--- src/rtl/codec_pkg.sv ---
// Shared definitions for the codec keystream path: widths, the default
// Galois feedback mask, the key generator state encoding and the LFSR step.
package codec_pkg;

  localparam int KG_DW = 64;

  // x^64 + x^63 + x^61 + x^60 + 1, right-shifting Galois form
  localparam logic [KG_DW-1:0] KG_TAPS = 64'hD800_0000_0000_0000;

  // IDLE: unseeded, RUN: streaming, DRAIN: reseed waiting for output to empty
  typedef enum logic [1:0] {
    IDLE  = 2'd0,
    RUN   = 2'd1,
    DRAIN = 2'd2
  } kg_state_e;

  // One Galois step: shift right, fold the feedback mask in when the LSB is set.
  // A nonzero input can never map to zero because the mask MSB is set.
  function automatic logic [KG_DW-1:0] lfsr_step(input logic [KG_DW-1:0] k,
                                                 input logic [KG_DW-1:0] taps);
    return (k >> 1) ^ (k[0] ? taps : '0);
  endfunction

endpackage

--- src/rtl/codec_lfsr.sv ---
// Key register: loadable, single-step Galois LFSR with async reset.
module codec_lfsr
  import codec_pkg::*;
#(
  parameter int             DW   = KG_DW,
  parameter logic [DW-1:0]  TAPS = KG_TAPS
) (
  input  logic          clk,
  input  logic          rst,
  input  logic          load,
  input  logic [DW-1:0] seed,
  input  logic          step,
  output logic [DW-1:0] key
);

  // Load has priority; the owner never requests load and step together.
  always_ff @(posedge clk or posedge rst) begin
    if (rst) begin
      key <= '0;
    end else if (load) begin
      key <= seed;
    end else if (step) begin
      key <= lfsr_step(key, TAPS);
    end
  end

endmodule

--- src/rtl/codec_key_gen.sv ---
// Keystream generator and data/key pairing stage ahead of the XOR codec.
// Each accepted input beat is registered together with the current LFSR key
// so the codec can XOR out_data with out_key directly.
//
// Handshake: a beat moves on a port when valid && ready are both high at a
// rising clock edge. Valid, once raised, holds with its payload stable until
// that edge; ready may depend combinationally on the downstream ready.
module codec_key_gen
  import codec_pkg::*;
#(
  parameter int             DW   = KG_DW,
  parameter logic [DW-1:0]  TAPS = KG_TAPS,
  parameter int             CW   = 16
) (
  input  logic          clk,
  input  logic          rst,
  input  logic          cfg_load,
  input  logic [DW-1:0] cfg_seed,
  input  logic          in_valid,
  output logic          in_ready,
  input  logic [DW-1:0] in_data,
  output logic          out_valid,
  input  logic          out_ready,
  output logic [DW-1:0] out_data,
  output logic [DW-1:0] out_key,
  output logic [CW-1:0] beat_cnt,
  output logic          seed_err,
  output logic          busy
);

  kg_state_e     state;
  kg_state_e     state_next;
  logic [DW-1:0] pend;
  logic [DW-1:0] key;
  logic [DW-1:0] load_val;
  logic          load;
  logic          accept;
  logic          seed_ok;
  logic          seed_zero;
  logic          drain_done;

  // A zero seed would lock the LFSR, so it is rejected outright.
  assign seed_zero = cfg_load && (cfg_seed == '0);
  assign seed_ok   = cfg_load && (cfg_seed != '0);

  codec_lfsr #(
    .DW   (DW),
    .TAPS (TAPS)
  ) u_lfsr (
    .clk  (clk),
    .rst  (rst),
    .load (load),
    .seed (load_val),
    .step (accept),
    .key  (key)
  );

  // FSM state register
  always_ff @(posedge clk or posedge rst) begin
    if (rst) begin
      state <= IDLE;
    end else begin
      state <= state_next;
    end
  end

  // FSM next-state: seed moves IDLE->RUN, reseed parks in DRAIN until empty
  always_comb begin
    state_next = state;
    case (state)
      IDLE:    if (seed_ok)    state_next = RUN;
      RUN:     if (seed_ok)    state_next = DRAIN;
      DRAIN:   if (drain_done) state_next = RUN;
      default:                 state_next = IDLE;
    endcase
  end

  // FSM outputs: handshake ready, busy flag and LFSR load control
  always_comb begin
    in_ready   = (state == RUN) && (!out_valid || out_ready);
    busy       = (state != RUN);
    drain_done = (state == DRAIN) && (!out_valid || out_ready);
    accept     = in_valid && in_ready;
    load       = ((state == IDLE) && seed_ok) || drain_done;
    // A seed arriving in the very cycle the drain completes is the newest
    // request, so it wins over the one parked in pend.
    load_val   = ((state == IDLE) || seed_ok) ? cfg_seed : pend;
  end

  // Pending seed: captured in RUN, overwritten by any later valid seed in DRAIN
  always_ff @(posedge clk or posedge rst) begin
    if (rst) begin
      pend <= '0;
    end else if (seed_ok && (state != IDLE)) begin
      pend <= cfg_seed;
    end
  end

  // Output pair register: capture on accept, clear valid once taken
  always_ff @(posedge clk or posedge rst) begin
    if (rst) begin
      out_valid <= 1'b0;
      out_data  <= '0;
      out_key   <= '0;
    end else if (accept) begin
      out_valid <= 1'b1;
      out_data  <= in_data;
      out_key   <= key;
    end else if (out_ready) begin
      out_valid <= 1'b0;
    end
  end

  // Beat counter: restarts with every successful seed, wraps naturally
  always_ff @(posedge clk or posedge rst) begin
    if (rst) begin
      beat_cnt <= '0;
    end else if (load) begin
      beat_cnt <= '0;
    end else if (accept) begin
      beat_cnt <= beat_cnt + 1'b1;
    end
  end

  // Zero-seed rejection pulse, one cycle after the offending strobe
  always_ff @(posedge clk or posedge rst) begin
    if (rst) begin
      seed_err <= 1'b0;
    end else begin
      seed_err <= seed_zero;
    end
  end

endmodule

--- config.mk ---
export PLATFORM = sky130hd
export DESIGN_NAME = codec_key_gen
export DESIGN_NICKNAME = d
export VERILOG_FILES = /design/src/rtl/codec_pkg.sv /design/src/rtl/codec_lfsr.sv /design/src/rtl/codec_key_gen.sv
export SDC_FILE = /design/constraint.sdc
export NUM_CORES = 1
export LEC_CHECK = 0
export ABC_AREA = 0
export CORE_MARGIN = 5
export CORE_UTILIZATION = 45
export DETAILED_ROUTE_END_ITERATION = 6
export PLACE_DENSITY_LB_ADDON = 0.08
export SLEW_MARGIN = 20
export SYNTH_ARGS = -nofsm -noshare
export SYNTH_HDL_FRONTEND = slang
export SYNTH_SLANG_ARGS = --single-unit
--- constraint.sdc ---
create_clock -name clk -period 8.9 [get_ports clk]
set_input_delay 1.78 -clock clk [delete_from_list [all_inputs] [get_ports clk]]
set_output_delay 1.78 -clock clk [all_outputs]
set_load 0.01 [all_outputs]
; Yosys cells after proc, flatten, opt, wreduce, memory -nomap -nowiden
; Cells that the tools add are included.
[op_classes]
magnitude_cmp = 0
shift = 0
n_bitwise = 1
mux = 12
n_mul = 0
n_div = 0
add_sub_neg = 1
reduce_logical = 18
eq_ne = 6
[op_table]
columns = operator, count
row1 = 64-bit 2-to-1 mux, 4
row2 = 64-bit logical NOT, 1
row3 = 64-bit nonzero test, 1
row4 = 63-bit by 64-bit XOR with 64-bit output, 1
row5 = 16-bit 2-to-1 mux, 2
row6 = "16-bit by 1-bit adder with 16-bit output, second input constant", 1
row7 = 1-bit logical AND, 7
row8 = 2-bit 2-to-1 mux, 3
row9 = "2-bit != test, second input constant", 3
row10 = 2-bit case mux with 3 select lines, 1
row11 = 2-bit nonzero test, 3
row12 = 1-bit logical OR, 3
row13 = 3-bit AND reduction, 1
row14 = "2-bit by 1-bit == test with 1-bit output, second input constant", 1
row15 = "2-bit == test, second input constant", 1
row16 = 2-bit logical NOT, 1
row17 = 1-bit 2-to-1 mux, 2
row18 = "2-bit by 1-bit != test with 1-bit output, second input constant", 1
row19 = 1-bit logical NOT, 1
[word_totals]
romBits = 0
elab_cells = 46
ramBits = 0
output_inout_bits = 148
latchBits = 0
register_bits = 276
mem_count = 0

; Depth between registers and ports, before layout
; Gate-level depths: netlist of the first run.
[depth]
depth_word = 6
ltp_mapped = 8

; Hierarchy
; A second synthesis of the first run with hierarchy kept.
[unflattened]
hier_cells = 1156
hier_area_um2 = 12051.6
[by_module_without_submodules]
columns = mod, seq_area_each_um2, cells_each, area_per_inst_um2, instances
row1 = codec_key_gen, 5305.1, 873, 9021.2, 1
row2 = codec_lfsr, 1601.5, 283, 3030.4, 1

; Worst setup path before layout of the first run
; No wires, ideal clock.
[synth_path]
path_kind = input port to output port
startpoint = input port out_ready
endpoint = output port in_ready
arrival_time_ns = 2.039
cell_stages = 2
path_buffers = 0
required_time_ns = 7.120
path_slack_ns = 5.081
cell_sequence = nor2b_1 nor2_1
[synth_between]
elab_chain_cells = 2
[synth_lines]
columns = item, line_no
row1 = "start, declared", codec_key_gen.sv:23  ; input logic out_ready,
row2 = 1-bit logical OR, codec_key_gen.sv:80  ; in_ready = (state == RUN) && (!out_valid || out_ready);
row3 = 1-bit logical AND, codec_key_gen.sv:80
row4 = "end, declared", codec_key_gen.sv:20  ; output logic in_ready,
; No other way between the ends.

; Final worst setup path of the first run
; Same ends and word-level chain as after synthesis.

==> flow_summary.ini, run 1 <==
[routing]
drcViolationCount = 0
vias_per_cell = 5.100
wl_per_cell_um = 17.66
routed_wl_mm = 30.17
vias = 8711
antenna_left = 0
drt-initial-drc-count = 657
dr.pass1.iters = 4

[yosys]
ys_warn_count = 0
syn_nets = 1226
synth-seq-cells = 276
yosysSeqAreaShare = 0.5886
syn_inst = 1092
synth_area_leaders = dfrtp_1 59%, nand2_1 13%, mux2_4 7.7%
yosys.area.top_type_share = 0.5886
synth_cell_types = 34
yosysTopAreaCell = dfrtp_1
avgSynthCellArea_um2 = 10.75
mappedNetlistArea_um2 = 11730

[clocking]
cts_hold_buffers = 0
insertion_delay_ns = 0.54
clockBufferDepth = 3
cts_made_buffers = 30
clk_pin_slew_worst_paths_ns = 0.06
cts_tree = built
htreeDepth = 1
clockRootBuffer = clkbuf_16
cts_sinks = 276
post-cts-setup-buffer-count = 0
cts_resized = 0

[sta]
setup_slack_ns = 3.752
setup_viol = 0
final.setup.tns_ns = 0
worstMarginPinSlew_ns = 1.055
slew_headroom = 0.2967
hold_viol = 0
finalClockSkew_ns = 0.01050
final.period_utilization = 0.5784
slew_viol_final = 0
rsz0062_at_grt = false
layout_min_cycle_time_ns = 5.148
fmax_ghz = 0.1942

[floorplan]
ios = 281
rows = 59
die_area_um2 = 29400
core_area_um2 = 25840
die_width_um = 171.5
initial_core_util = 0.4541
die_y_um = 171.5

[finish]
final_nets = 1483
final_common_cell = nand2_1
final_util = 0.6111
layout-drive-gt1-share = 0.09767
area_growth_pct = 34.56
final_cell_mix = 397 x nand2_1, 280 x clkdlybuf4s50_1, 276 x dfrtp_1

[setup_path]
cp.required_ns = 7.12
path_class = input pin to primary output
critPathBufInv = 2
cp_slowest_cell = clkdlybuf4s50_1
cp_max_fo = 3
crit_path_start_kind = input pin
crit_arrival_ns = 3.37
worst_path_most_repeated_cell = clkdlybuf4s50_1
cp_cell_sequence = clkdlybuf4s50_1 -> nor2b_1 -> nor2_1 -> clkdlybuf4s50_1
slowest_delay_ns = 0.63
crit_family = buffers and inverters
end_kind = primary output

[grt]
grt_pass1_wl_mm = 47.97
grt_max_degree = 98
antenna_found_initial = 1
first_global_vias = 8566
overflow = 0
gr-usage-all-layers = 0.2004

[hold_path]
hold_path.class = register to register

[power_and_ir_drop]
p_seq_frac = 0.384
ir_drop_mv = 0.2402
switchingPower_uw = 1835
powerDensity_nw_per_um2 = 350.9
switching_share = 0.3312
power_frac_comb = 0.386
p_int_uw = 3705
clockPowerShare = 0.229
leakage_uw = 0.007517

[job]
cap_violations = 0

[status]
status = completed

[place]
port_buffers = 280
place_ws_ns = 3.254
place_hpwl_mm = 20.21
gp_congestion = 0.7776
## worst register-to-register path, delay by kind of cell, from the launching register on
family,cells,cell delay [ns]
buf+inv,2,1.10
simple gates,4,1.16
flops,1,0.43
compound gates,1,0.15
## cell families (layout without fill, tap and decap cells)
logic type                 after synthesis  count (layout)  share of synthesized area
other                                    0               1                          0
adders and majority gates                1               1                   0.001066
muxes                                  128             128                     0.1352
DFF                                    276             276                     0.5886
xor gates and xnor gates                16              16                    0.01194
AOI/OAI and AO/OA                       76              76                    0.04670
buffers and inverters                   73             353                    0.03178
and+or+nand+nor                        522             522                     0.1847
## final timing paths
path | start | end | slack [ns] | cells after the start
max | out_ready | in_ready | 3.75 | 4
min | out_data[12] | out_data[12] | 0.47 | 2
max reg2reg | state[1] | u_lfsr.key[40] | 5.99 | 7
min reg2reg | out_data[12] | out_data[12] | 0.47 | 2
max in group asynchronous | rst | out_key[3] | 5.35 | 4
min in group asynchronous | rst | out_data[0] | 1.67 | 2
## flip-flops by register name (all words and copies together), names as in the netlist
| signal | flops |
|---|---|
| beat_cnt | 16 |
| out_data | 64 |
| out_key | 64 |
| out_valid | 1 |
| u_lfsr.key | 64 |
| state | 2 |
| pend | 64 |
| seed_err | 1 |
## routing by layer
layer,part of all wire,GRT usage
met5,0.00043,0
met4,0.0094,0.03169
met1,0.46,0.2989
met3,0.084,0.04689
met2,0.44,0.3072
## cell type report
class	count	area, µm²
Antenna cell	1	2.502
Fill cell	2197	10050
Clock inverter	14	145.1
Sequential cell	276	6907
Multi-Input combinational cell	743	4503
Timing Repair Buffer	291	2909
Tap cell	335	419.2
Clock buffer	41	873.3
Inverter	7	30.03
## metrics by stage
stage / area, µm² / total power, µW / hold slack [ns] / cells
3_3_place_gp: 14730 / 4258 / 0.4561 / 1651
5_1_grt: 15790 / 5920 / 0.4922 / 1707
3_5_place_dp: 14730 / 4307 / 0.4616 / 1651
4_1_cts: 15750 / 5603 / 0.4769 / 1706
2_1_floorplan: 11740 / 3411 / 0.4573 / 1092
6_report: 15790 / 5540 / 0.4702 / 1708
## power by group through the flow
| stage | registers, µW | logic (µW) | clock network [µW] |
|---|---|---|---|
| after floorplan | 2220 | 1190 | 0 |
| after global placement | 2130 | 2130 | 0 |
| after detailed placement | 2140 | 2160 | 0 |
| after CTS | 2130 | 2170 | 1300 |
| after global routing | 2200 | 2360 | 1350 |
| final | 2130 | 2140 | 1270 |
## cell usage after synthesis, drive strengths merged
cell type / n
nand2: 398
dfrtp: 276
mux2: 64
mux2i: 64
nand3: 64
o211ai: 64
clkbuf: 35
buf: 31
nor4: 20
nor2: 18
xnor2: 12
nand4: 9
inv: 7
o21ai: 5
xor2: 4
a21oi: 3
nand2b: 3
nor3: 3
o22ai: 3
or3: 2
and2: 1
and2b: 1
and3: 1
ha: 1
nor2b: 1
o22a: 1
or4: 1
(Power assumes the default switching activity.)
==> run 2: changes to the inputs <==
--- a/config.mk
+++ b/config.mk
@@ -7,7 +7,7 @@
 export LEC_CHECK = 0
 export ABC_AREA = 0
 export CORE_MARGIN = 5
-export CORE_UTILIZATION = 45
+export CORE_UTILIZATION = 50
 export DETAILED_ROUTE_END_ITERATION = 6
 export PLACE_DENSITY_LB_ADDON = 0.08
 export SLEW_MARGIN = 20
==> constraint.sdc (replaced) <==
create_clock -name clk -period 5 [get_ports clk]
set_input_delay 1 -clock clk [delete_from_list [all_inputs] [get_ports clk]]
set_output_delay 1 -clock clk [all_outputs]
set_load 0.01 [all_outputs]
==> flow_summary.ini, run 2 (synthesized netlist as in run 1, its figures left out) <==
[sta]
setup_slack_ns = 1.383
finalClockSkew_ns = 0.01530
layout_min_cycle_time_ns = 3.617
setup_viol = 0
rsz0062_at_grt = false
hold_slack_ns = 0.4713
final.setup.tns_ns = 0
hold_viol = 0
final.period_utilization = 0.7235
slew_headroom = 0.4144
worstMarginPinSlew_ns = 0.8765
slew_viol_final = 0
fmax_ghz = 0.2764

[finish]
fill_cells = 1845
layout-drive-gt1-share = 0.09832
register_area_um2 = 6907
final_util = 0.6802
final_cell_mix = 397 x nand2_1, 280 x clkdlybuf4s50_1, 276 x dfrtp_1
final_nets = 1485
final_common_cell = nand2_1
final_cell_count_no_fill = 1692
area_growth_pct = 34.85
antennaDiodeCount = 0
multi_input_area_um2 = 4494

[place]
place_ws_ns = 0.5672
port_buffers = 280
gp_congestion = 0.7527
place_hpwl_mm = 20.51
placed_cells = 1639

[floorplan]
die_area_um2 = 26630
ios = 281
initial_core_util = 0.5044
core_area_um2 = 23260
rows = 56
die_width_um = 163.2
die_y_um = 163.2

[routing]
dr.pass1.iters = 5
vias = 8722
antenna_left = 0
wl_per_cell_um = 17.80
routed_wl_mm = 30.12
vias_per_cell = 5.155
drt-initial-drc-count = 492
drcViolationCount = 0

[clocking]
insertion_delay_ns = 0.54
htreeDepth = 1
cts_made_buffers = 29
cts_sinks = 276
cts_tree = built
post-cts-setup-buffer-count = 0
clk_pin_slew_worst_paths_ns = 0.06
cts_resized = 0
clockRootBuffer = clkbuf_16
cts_hold_buffers = 0
clockBufferDepth = 3

[grt]
overflow = 0
first_global_vias = 8980
grt_max_degree = 84
grt_pass1_wl_mm = 49.17
antenna_found_initial = 0
gr-usage-all-layers = 0.2270

[power_and_ir_drop]
leakage_uw = 0.007548
powerDensity_nw_per_um2 = 625.1
ir_drop_mv = 0.4099

[status]
status = completed

[setup_path]
r2r_cells = 6
path_class = input pin to register
cp_max_fo = 32
crit_path_start_kind = input pin
r2r_end = beat_cnt[14]
reg2reg_slack_ns = 2.56
end_kind = register
timing.rr.start = state[1]
crit_arrival_ns = 4.01
cp.required_ns = 5.39

[job]
cap_violations = 0

[hold_path]
min_to = out_key[53]
min-delay-start = out_key[53]
holdPathStages = 2
hold_path.class = register to register
[run 2: layout make-up]
cell class	instances	area share
flip-flops and latches	276	0.4365
multi-input cells	743	0.2840
repair buffers	294	0.1895
clock buffers	39	0.05203
well taps	319	0.02523
clock inverters	14	0.01075
inverters	7	0.001898
[run 2: power breakdown]
part | switching [µW] | total [µW] | internal (µW) | leakage [µW]
Combinational | 1840 | 3860 | 2010 | 0.00362
Clock | 880 | 2240 | 1360 | 0.000501
Sequential | 548 | 3800 | 3250 | 0.00342
Total | 3270 | 9890 | 6620 | 0.00755
[run 2: worst max path at each step]
stage                 start  cells after the start              to
2_1_floorplan           rst                      1     beat_cnt[0]
3_3_place_gp   cfg_seed[17]                      8        pend[40]
3_5_place_dp   cfg_seed[17]                      8        pend[32]
4_1_cts        cfg_seed[17]                      8        pend[42]
5_1_grt        cfg_seed[18]                      8   u_lfsr.key[0]
6_report       cfg_seed[17]                      8  u_lfsr.key[44]
[run 2: stage by stage]
stage          total power (µW)  area, µm²
2_1_floorplan              6071      11740
5_1_grt                   10570      15820
3_5_place_dp               7714      14830
6_report                   9891      15820
4_1_cts                   10000      15820
3_3_place_gp               7599      14830
[run 2: routing by layer]
layer | share of wire | vias to the layer above | GRT usage
li1 | - | 4204 | -
met1 | 0.46 | 4244 | 0.3348
met2 | 0.45 | 234 | 0.3508
met3 | 0.067 | 40 | 0.04895
met4 | 0.017 | 0 | 0.04766
met5 | 0 | - | 0
[run 2: critical path, cell delays in order]
cell	delay, ns
clkdlybuf4s50_1	0.46
nor4_1	0.62
nand4_1	0.31
nor4_4	0.46
o22ai_4	0.31
buf_4	0.41
mux2i_1	0.28
o211ai_1	0.12
